==> config.mk <==
export PLATFORM = sky130hd
export DESIGN_NAME = ysyx_22041211_decode_stage
export DESIGN_NICKNAME = d
export VERILOG_FILES = /design/src/rtl/ysyx_22041211_defines.sv /design/src/rtl/ysyx_22041211_decode_core.sv /design/src/rtl/ysyx_22041211_decode_stage.sv
export SDC_FILE = /design/constraint.sdc
export NUM_CORES = 1
export LEC_CHECK = 0
export CAP_MARGIN = 20
export CELL_PAD_IN_SITES_DETAIL_PLACEMENT = 0
export CELL_PAD_IN_SITES_GLOBAL_PLACEMENT = 1
export CORE_ASPECT_RATIO = 0.9
export CORE_MARGIN = 2
export CORE_UTILIZATION = 40
export DETAILED_ROUTE_END_ITERATION = 12
export GPL_TIMING_DRIVEN = 0
export PLACE_DENSITY_LB_ADDON = 0.3
export SLEW_MARGIN = 20
export SYNTH_ARGS = -nofsm -noshare
export SYNTH_HDL_FRONTEND = slang
export SYNTH_HIERARCHICAL = 1
export SYNTH_SLANG_ARGS = --single-unit
==> constraint.sdc <==
create_clock -name clk -period 2.3 [get_ports clk]
set_clock_uncertainty 0.15 [all_clocks]
set_input_delay 0.23 -clock clk [delete_from_list [all_inputs] [get_ports clk]]
set_output_delay 0.23 -clock clk [all_outputs]
set_load 0.03 [all_outputs]
==> src/rtl/ysyx_22041211_defines.sv <==
// Shared encodings for the decode stage: opcodes, ALU operand selects, ALU ops and
// skid-buffer states.
package ysyx_22041211_defines;

   localparam logic [6:0] OpcLui    = 7'b0110111;
   localparam logic [6:0] OpcAuipc  = 7'b0010111;
   localparam logic [6:0] OpcJal    = 7'b1101111;
   localparam logic [6:0] OpcJalr   = 7'b1100111;
   localparam logic [6:0] OpcBranch = 7'b1100011;
   localparam logic [6:0] OpcLoad   = 7'b0000011;
   localparam logic [6:0] OpcStore  = 7'b0100011;
   localparam logic [6:0] OpcOpImm  = 7'b0010011;
   localparam logic [6:0] OpcOp     = 7'b0110011;
   localparam logic [6:0] OpcSystem = 7'b1110011;

   localparam logic [31:0] InstEcall  = 32'h0000_0073;
   localparam logic [31:0] InstEbreak = 32'h0010_0073;

   // aluop = {src2_sel, src1_sel}
   localparam logic [1:0] Src1Reg  = 2'b00;
   localparam logic [1:0] Src1Pc   = 2'b01;
   localparam logic [1:0] Src1Zero = 2'b10;
   localparam logic [1:0] Src2Reg  = 2'b00;
   localparam logic [1:0] Src2Imm  = 2'b01;
   localparam logic [1:0] Src2Four = 2'b10;

   localparam logic [3:0] AluAdd  = 4'd0;
   localparam logic [3:0] AluSub  = 4'd1;
   localparam logic [3:0] AluSll  = 4'd2;
   localparam logic [3:0] AluSlt  = 4'd3;
   localparam logic [3:0] AluSltu = 4'd4;
   localparam logic [3:0] AluXor  = 4'd5;
   localparam logic [3:0] AluSrl  = 4'd6;
   localparam logic [3:0] AluSra  = 4'd7;
   localparam logic [3:0] AluOr   = 4'd8;
   localparam logic [3:0] AluAnd  = 4'd9;

   localparam logic [1:0] StEmpty = 2'd0;
   localparam logic [1:0] StOne   = 2'd1;
   localparam logic [1:0] StFull  = 2'd2;

   // alt is instruction bit 30: selects SUB over ADD and SRA over SRL
   function automatic logic [3:0] alu_from_f3(input logic [2:0] f3, input logic alt);
      case (f3)
         3'b000:  return alt ? AluSub : AluAdd;
         3'b001:  return AluSll;
         3'b010:  return AluSlt;
         3'b011:  return AluSltu;
         3'b100:  return AluXor;
         3'b101:  return alt ? AluSra : AluSrl;
         3'b110:  return AluOr;
         default: return AluAnd;
      endcase
   endfunction

endpackage

==> src/rtl/ysyx_22041211_decode_core.sv <==
// Combinational RV32I/E decoder: picks immediate, ALU op and operand sources, and
// presents the already-muxed ALU operands.
module ysyx_22041211_decode_core
   import ysyx_22041211_defines::*;
#(
   parameter int unsigned NREG = 32,
   parameter int unsigned XLEN = 32
) (
   input  logic [31:0]     inst_i,
   input  logic [XLEN-1:0] pc_i,
   input  logic [XLEN-1:0] reg1_data_i,
   input  logic [XLEN-1:0] reg2_data_i,
   output logic [4:0]      reg1_addr_o,
   output logic [4:0]      reg2_addr_o,
   output logic [3:0]      aluop_o,
   output logic [3:0]      alusel_o,
   output logic [XLEN-1:0] reg1_o,
   output logic [XLEN-1:0] reg2_o,
   output logic [XLEN-1:0] imm_o,
   output logic [4:0]      wreg_o,
   output logic            wd_o,
   output logic            reg1_read_o,
   output logic            reg2_read_o,
   output logic            illegal_o
);

   logic [6:0]  opcode, f7;
   logic [2:0]  f3;
   logic [4:0]  rd, rs1, rs2;
   logic [31:0] imm_i32, imm_s32, imm_b32, imm_u32, imm_j32, imm32;
   logic [1:0]  src1, src2;
   logic        wr_en, bad;

   assign opcode = inst_i[6:0];
   assign rd     = inst_i[11:7];
   assign f3     = inst_i[14:12];
   assign rs1    = inst_i[19:15];
   assign rs2    = inst_i[24:20];
   assign f7     = inst_i[31:25];

   assign imm_i32 = {{20{inst_i[31]}}, inst_i[31:20]};
   assign imm_s32 = {{20{inst_i[31]}}, inst_i[31:25], inst_i[11:7]};
   assign imm_b32 = {{20{inst_i[31]}}, inst_i[7], inst_i[30:25], inst_i[11:8], 1'b0};
   assign imm_u32 = {inst_i[31:12], 12'b0};
   assign imm_j32 = {{12{inst_i[31]}}, inst_i[19:12], inst_i[20], inst_i[30:21], 1'b0};

   assign reg1_addr_o = rs1;
   assign reg2_addr_o = rs2;
   assign wreg_o      = rd;

   always_comb begin
      src1        = Src1Reg;
      src2        = Src2Reg;
      alusel_o    = AluAdd;
      imm32       = '0;
      reg1_read_o = 1'b0;
      reg2_read_o = 1'b0;
      wr_en       = 1'b0;
      bad         = 1'b0;
      case (opcode)
         OpcLui, OpcAuipc: begin
            src1  = (opcode == OpcLui) ? Src1Zero : Src1Pc;
            src2  = Src2Imm;
            imm32 = imm_u32;
            wr_en = 1'b1;
         end
         OpcJal, OpcJalr: begin
            src1        = Src1Pc;
            src2        = Src2Four;
            imm32       = (opcode == OpcJal) ? imm_j32 : imm_i32;
            reg1_read_o = (opcode == OpcJalr);
            wr_en       = 1'b1;
            bad         = (opcode == OpcJalr) && (f3 != 3'b000);
         end
         OpcBranch: begin
            imm32       = imm_b32;
            reg1_read_o = 1'b1;
            reg2_read_o = 1'b1;
            case (f3[2:1])
               2'b00:   alusel_o = AluSub;
               2'b10:   alusel_o = AluSlt;
               2'b11:   alusel_o = AluSltu;
               default: bad = 1'b1;
            endcase
         end
         OpcLoad: begin
            src2        = Src2Imm;
            imm32       = imm_i32;
            reg1_read_o = 1'b1;
            wr_en       = 1'b1;
            bad         = (f3 == 3'b011) || (f3[2:1] == 2'b11);
         end
         OpcStore: begin
            src2        = Src2Imm;
            imm32       = imm_s32;
            reg1_read_o = 1'b1;
            reg2_read_o = 1'b1;
            bad         = f3[2] || (f3[1:0] == 2'b11);
         end
         OpcOpImm: begin
            src2        = Src2Imm;
            reg1_read_o = 1'b1;
            wr_en       = 1'b1;
            if (f3[1:0] == 2'b01) begin
               // shift-immediate: rs2 field carries shamt, func7 is an opcode extension
               imm32    = {27'b0, inst_i[24:20]};
               alusel_o = alu_from_f3(f3, inst_i[30]);
               bad      = (f3 == 3'b001) ? (f7 != 7'b0) : (f7 != 7'b0 && f7 != 7'b0100000);
            end else begin
               imm32    = imm_i32;
               alusel_o = alu_from_f3(f3, 1'b0);
            end
         end
         OpcOp: begin
            reg1_read_o = 1'b1;
            reg2_read_o = 1'b1;
            wr_en       = 1'b1;
            alusel_o    = alu_from_f3(f3, inst_i[30]);
            bad         = !((f7 == 7'b0) ||
                            (f7 == 7'b0100000 && (f3 == 3'b000 || f3 == 3'b101)));
         end
         OpcSystem: bad = (inst_i != InstEcall) && (inst_i != InstEbreak);
         default:   bad = 1'b1;
      endcase

      // register fields beyond the architectural file (RV32E) are illegal
      if ((reg1_read_o && 32'(rs1) >= NREG) || (reg2_read_o && 32'(rs2) >= NREG) ||
          (wr_en && 32'(rd) >= NREG)) begin
         bad = 1'b1;
      end

      illegal_o = bad;
      wd_o      = wr_en && !bad && (rd != 5'd0);
      aluop_o   = {src2, src1};
      imm_o     = XLEN'($signed(imm32));

      case (src1)
         Src1Pc:   reg1_o = pc_i;
         Src1Zero: reg1_o = '0;
         default:  reg1_o = reg1_data_i;
      endcase
      case (src2)
         Src2Imm:  reg2_o = imm_o;
         Src2Four: reg2_o = XLEN'(4);
         default:  reg2_o = reg2_data_i;
      endcase
   end

endmodule

==> src/rtl/ysyx_22041211_decode_stage.sv <==
// Decode pipeline stage: decode core followed by a 2-entry skid buffer so upstream
// ready never depends combinationally on downstream ready.
module ysyx_22041211_decode_stage
   import ysyx_22041211_defines::*;
#(
   parameter int unsigned NREG = 32,
   parameter int unsigned XLEN = 32
) (
   input  logic            clk,
   input  logic            rst_n,
   input  logic            in_valid_i,
   output logic            in_ready_o,
   input  logic [31:0]     inst_i,
   input  logic [XLEN-1:0] pc_i,
   output logic [4:0]      reg1_addr_o,
   output logic [4:0]      reg2_addr_o,
   input  logic [XLEN-1:0] reg1_data_i,
   input  logic [XLEN-1:0] reg2_data_i,
   input  logic            flush_i,
   output logic            out_valid_o,
   input  logic            out_ready_i,
   output logic [3:0]      aluop_o,
   output logic [3:0]      alusel_o,
   output logic [XLEN-1:0] reg1_o,
   output logic [XLEN-1:0] reg2_o,
   output logic [XLEN-1:0] imm_o,
   output logic [XLEN-1:0] pc_o,
   output logic [31:0]     inst_o,
   output logic [4:0]      wreg_o,
   output logic            wd_o,
   output logic            reg1_read_o,
   output logic            reg2_read_o,
   output logic            illegal_o
);

   localparam int unsigned EntW = 49 + 4 * XLEN;

   logic [3:0]      d_aluop, d_alusel;
   logic [XLEN-1:0] d_reg1, d_reg2, d_imm;
   logic [4:0]      d_wreg;
   logic            d_wd, d_reg1_read, d_reg2_read, d_illegal;
   logic [EntW-1:0] dec_entry, head_q, head_d, skid_q, skid_d;
   logic [1:0]      state_q, state_d;
   logic            accept, drain;

   ysyx_22041211_decode_core #(
      .NREG(NREG),
      .XLEN(XLEN)
   ) u_core (
      .inst_i      (inst_i),
      .pc_i        (pc_i),
      .reg1_data_i (reg1_data_i),
      .reg2_data_i (reg2_data_i),
      .reg1_addr_o (reg1_addr_o),
      .reg2_addr_o (reg2_addr_o),
      .aluop_o     (d_aluop),
      .alusel_o    (d_alusel),
      .reg1_o      (d_reg1),
      .reg2_o      (d_reg2),
      .imm_o       (d_imm),
      .wreg_o      (d_wreg),
      .wd_o        (d_wd),
      .reg1_read_o (d_reg1_read),
      .reg2_read_o (d_reg2_read),
      .illegal_o   (d_illegal)
   );

   assign dec_entry = {d_aluop, d_alusel, d_reg1, d_reg2, d_imm, pc_i, inst_i, d_wreg,
                       d_wd, d_reg1_read, d_reg2_read, d_illegal};
   assign {aluop_o, alusel_o, reg1_o, reg2_o, imm_o, pc_o, inst_o, wreg_o,
           wd_o, reg1_read_o, reg2_read_o, illegal_o} = head_q;

   assign in_ready_o  = (state_q != StFull);
   assign out_valid_o = (state_q != StEmpty);
   assign accept      = in_valid_i && in_ready_o;
   assign drain       = out_valid_o && out_ready_i;

   // head_q drives the outputs; skid_q only ever holds the younger instruction
   always_comb begin
      state_d = state_q;
      head_d  = head_q;
      skid_d  = skid_q;
      if (flush_i) begin
         state_d = StEmpty;
      end else begin
         case (state_q)
            StEmpty: begin
               if (accept) begin
                  head_d  = dec_entry;
                  state_d = StOne;
               end
            end
            StOne: begin
               if (accept && drain) begin
                  head_d = dec_entry;
               end else if (accept) begin
                  skid_d  = dec_entry;
                  state_d = StFull;
               end else if (drain) begin
                  state_d = StEmpty;
               end
            end
            StFull: begin
               if (drain) begin
                  head_d  = skid_q;
                  state_d = StOne;
               end
            end
            default: state_d = StEmpty;
         endcase
      end
   end

   always_ff @(posedge clk or negedge rst_n) begin
      if (!rst_n) begin
         state_q <= StEmpty;
         head_q  <= '0;
         skid_q  <= '0;
      end else begin
         state_q <= state_d;
         head_q  <= head_d;
         skid_q  <= skid_d;
      end
   end

endmodule

==> flow_summary.json <==
{
  "crit_path_end_kind": "flop",
  "wl_per_cell_um": 20.7,
  "synth_nets": 1747,
  "slew_violations": 0,
  "fmax_mhz": 446,
  "cp_top_family": "buffers and inverters",
  "worstHoldStart": "inst_i[5]",
  "syn_area_um2": 17700,
  "arrival_ps": 2530,
  "period_share_pct": 97.6,
  "ctsLongestPathBuffers": 3,
  "cts_buffers": 41,
  "r2r_start": "state_q[1]",
  "grt_max_degree": 82,
  "worst_ir_drop_vdd_mv": 0.395,
  "critPathBufInv": 3,
  "worstSetupStartpointType": "input pin",
  "via_count": 13384,
  "wl_mm": 54.3,
  "final_common_cell": "nand2_1",
  "antenna_found_initial": 1,
  "detail-route-antenna-nets": 0,
  "cts_htree_levels": 2,
  "synth-edff-count": 0,
  "fin_nets": 2136,
  "ys_types": 60,
  "rsz0062_at_grt": "no",
  "clock-sinks": 356,
  "rows": 73,
  "syn2layout_area_growth_pct": 33.0,
  "cp_cell_sequence": "clkdlybuf4s50_1 > clkbuf_4 > nor2b_2 > nor2_1 > o21ba_2 > clkbuf_1 > a21o_1 > a22o_1 > nand2_1 > nand2_1 > mux2_4",
  "critical_path_required_ps": 2590,
  "synth.avg_cell_area_um2": 11.0,
  "max_cap_violations": 0,
  "gp_congestion": 0.902,
  "total_power_mw": 19.5,
  "whs_ps": -14.1,
  "io_buffers": 321,
  "setup_viol": 0,
  "crit_fanout": 8,
  "min_period_ps": 2240,
  "violations": "hold timing",
  "routed.top_layer": "met4",
  "met2_length_mm": 24.5,
  "fin_area_um2": 23500,
  "root_buffer": "clkbuf_16",
  "grt_pass1_vias": 13487,
  "cp_slowest_cell": "clkdlybuf4s50_1",
  "wl_met3_mm": 3.30,
  "vias_per_cell": 5.10,
  "hpwl_mm": 38.7,
  "utilization_pct": 53.6,
  "hold_class": "input pin to flop",
  "leakagePower_nw": 11.5,
  "path_class": "input pin to flop",
  "cts_tree": "yes",
  "status": "finished, violations left",
  "grt_pass1_wl_mm": 82.5,
  "start_util_pct": 40.3,
  "ios": 322,
  "ys_seq_elements": 356,
  "tightest_slew_ps": 800,
  "wl_met1_mm": 25.0,
  "clkLatencyLatePin_ps": 560,
  "synth_warnings": 6,
  "final_cell_mix": "nand2_1, dfrtp_1, clkdlybuf4s50_1",
  "grt_usage_pct": 23.7,
  "crit_start": "inst_i[12]",
  "grt_remaining_overflow": 0,
  "synthArstFlopShare_pct": 100,
  "p_per_area_nw_per_um2": 830,
  "core_area_um2": 43900,
  "fp.dieW_um": 226,
  "firstDrtPassIters": 6,
  "timing.slew.headroom_pct": 46.7,
  "cp_slowest_stage_delay_ps": 540,
  "dieArea_um2": 46000,
  "path_clk_slew_ps": 60,
  "drc": 0,
  "ys.flop_type": "dfrtp_1",
  "drtIter0Drc": 831,
  "ys_seq_area_share_pct": 50.3,
  "path_common_cell": "nand2_1",
  "hold_viol": 1,
  "die-height_um": 204,
  "layout-drive-gt1-share_pct": 28.4,
  "synth_cells": 1610,
  "dpl_cell_area_um2": 21800
}
==> report_power, final <==
| group | total (mW) | leakage (nW) | switching, mW | internal, mW |
|---|---|---|---|---|
| Sequential | 8.19 | 4.44 | 0.689 | 7.51 |
| Clock | 6.28 | 0.623 | 2.60 | 3.69 |
| Combinational | 5.06 | 6.45 | 2.49 | 2.58 |
==> synthesized netlist by cell type (2+ instances only) <==
cell | instances | area (um2)
buf_6 | 16 | 180
o21ai_0 | 15 | 75.1
and2_1 | 9 | 56.3
a21oi_1 | 4 | 20.0
a22o_1 | 46 | 403
a22oi_1 | 12 | 90.1
mux2_4 | 130 | 1950
o21a_1 | 3 | 22.5
and3_1 | 4 | 25.0
nor2b_1 | 6 | 37.5
or2_2 | 3 | 18.8
nand2_1 | 563 | 2110
and2_2 | 2 | 15.0
mux2_2 | 225 | 2530
buf_4 | 17 | 128
a21o_1 | 22 | 165
nand3b_1 | 3 | 22.5
inv_1 | 12 | 45.0
o21ai_1 | 2 | 10.0
nand3_1 | 10 | 50.1
nand4_1 | 3 | 18.8
clkbuf_1 | 62 | 233
buf_2 | 23 | 115
dfrtp_1 | 356 | 8910
or3_1 | 2 | 12.5
ha_1 | 4 | 50.1
nand2b_1 | 2 | 12.5
nor4_1 | 4 | 25.0
buf_1 | 2 | 7.51
nor3_1 | 2 | 10.0
nor2_1 | 17 | 63.8
==> stage by stage <==
step / hold slack [ps] / setup slack (ps) / cells / TNS [ps]
detailed placement: 52.4 / -1490 / 2535 / -238890
global route: 4.28 / 2.75 / 2624 / 0
floorplan: -216 / 0.475 / 1610 / 0
CTS: 36.3 / 0.766 / 2612 / 0
finish: -14.1 / 55.5 / 2624 / 0
global placement: 336 / -15140 / 2531 / -5604150
==> per-layer routing <==
metal / GRT usage [%] / vias up
met5: 0 / -
li1: - / 6189
met3: 4.31 / 85
met2: 36.3 / 420
met1: 33.8 / 6690
met4: 7.88 / 0
==> worst reg2reg max path, cell delays in order (launching register included) <==
cell	delay, ps
dfrtp_1	400
nor2b_1	240
nand3_1	320
clkbuf_4	350
buf_2	270
mux2_2	320
==> timing repair <==
item,4_1_cts,5_1_grt
hold buffers,6,4
endpoints found under the setup margin,295,186
buffers inserted,5,7
hold endpoints to repair,216,4
pin swaps,4,7
resized for setup,89,81
cloned,0,0
==> state kept, by name, summed over array words and instances, names as in the netlist <==
register	cells
state_q	2
head_q	177
skid_q	177
==> kinds of logic after synthesis <==
logic type / Yosys count / share of synthesized area, %
DFF: 356 / 50.3
muxes: 356 / 25.4
adders and majority gates: 4 / 0.283
and+or+nand+nor: 640 / 14.6
buffers and inverters: 133 / 4.02
AOI/OAI and AO/OA: 120 / 5.36
xor gates and xnor gates: 1 / 0.0495
==> cell type report <==
cell class | count | area [um2]
Antenna cell | 1 | 2.50
Buffer | 119 | 867
Clock buffer | 61 | 1200
Clock inverter | 6 | 55.1
Fill cell | 3873 | 20400
Inverter | 13 | 56.3
Multi-Input combinational cell | 1121 | 8220
Sequential cell | 356 | 8910
Tap cell | 600 | 751
Timing Repair Buffer | 347 | 3480
==> worst paths after layout <==
path | endpoint | cells after the start | slack (ps)
worst min-delay path | head_q[14] | 4 | -10
worst min register to register | skid_q[1] | 1 | 350
min in group asynchronous | head_q[7] | 2 | 60
worst max-delay path | head_q[117] | 11 | 60
worst max register to register | skid_q[142] | 5 | 130
max in group asynchronous | head_q[131] | 4 | 730
(Power assumes the default switching activity.)
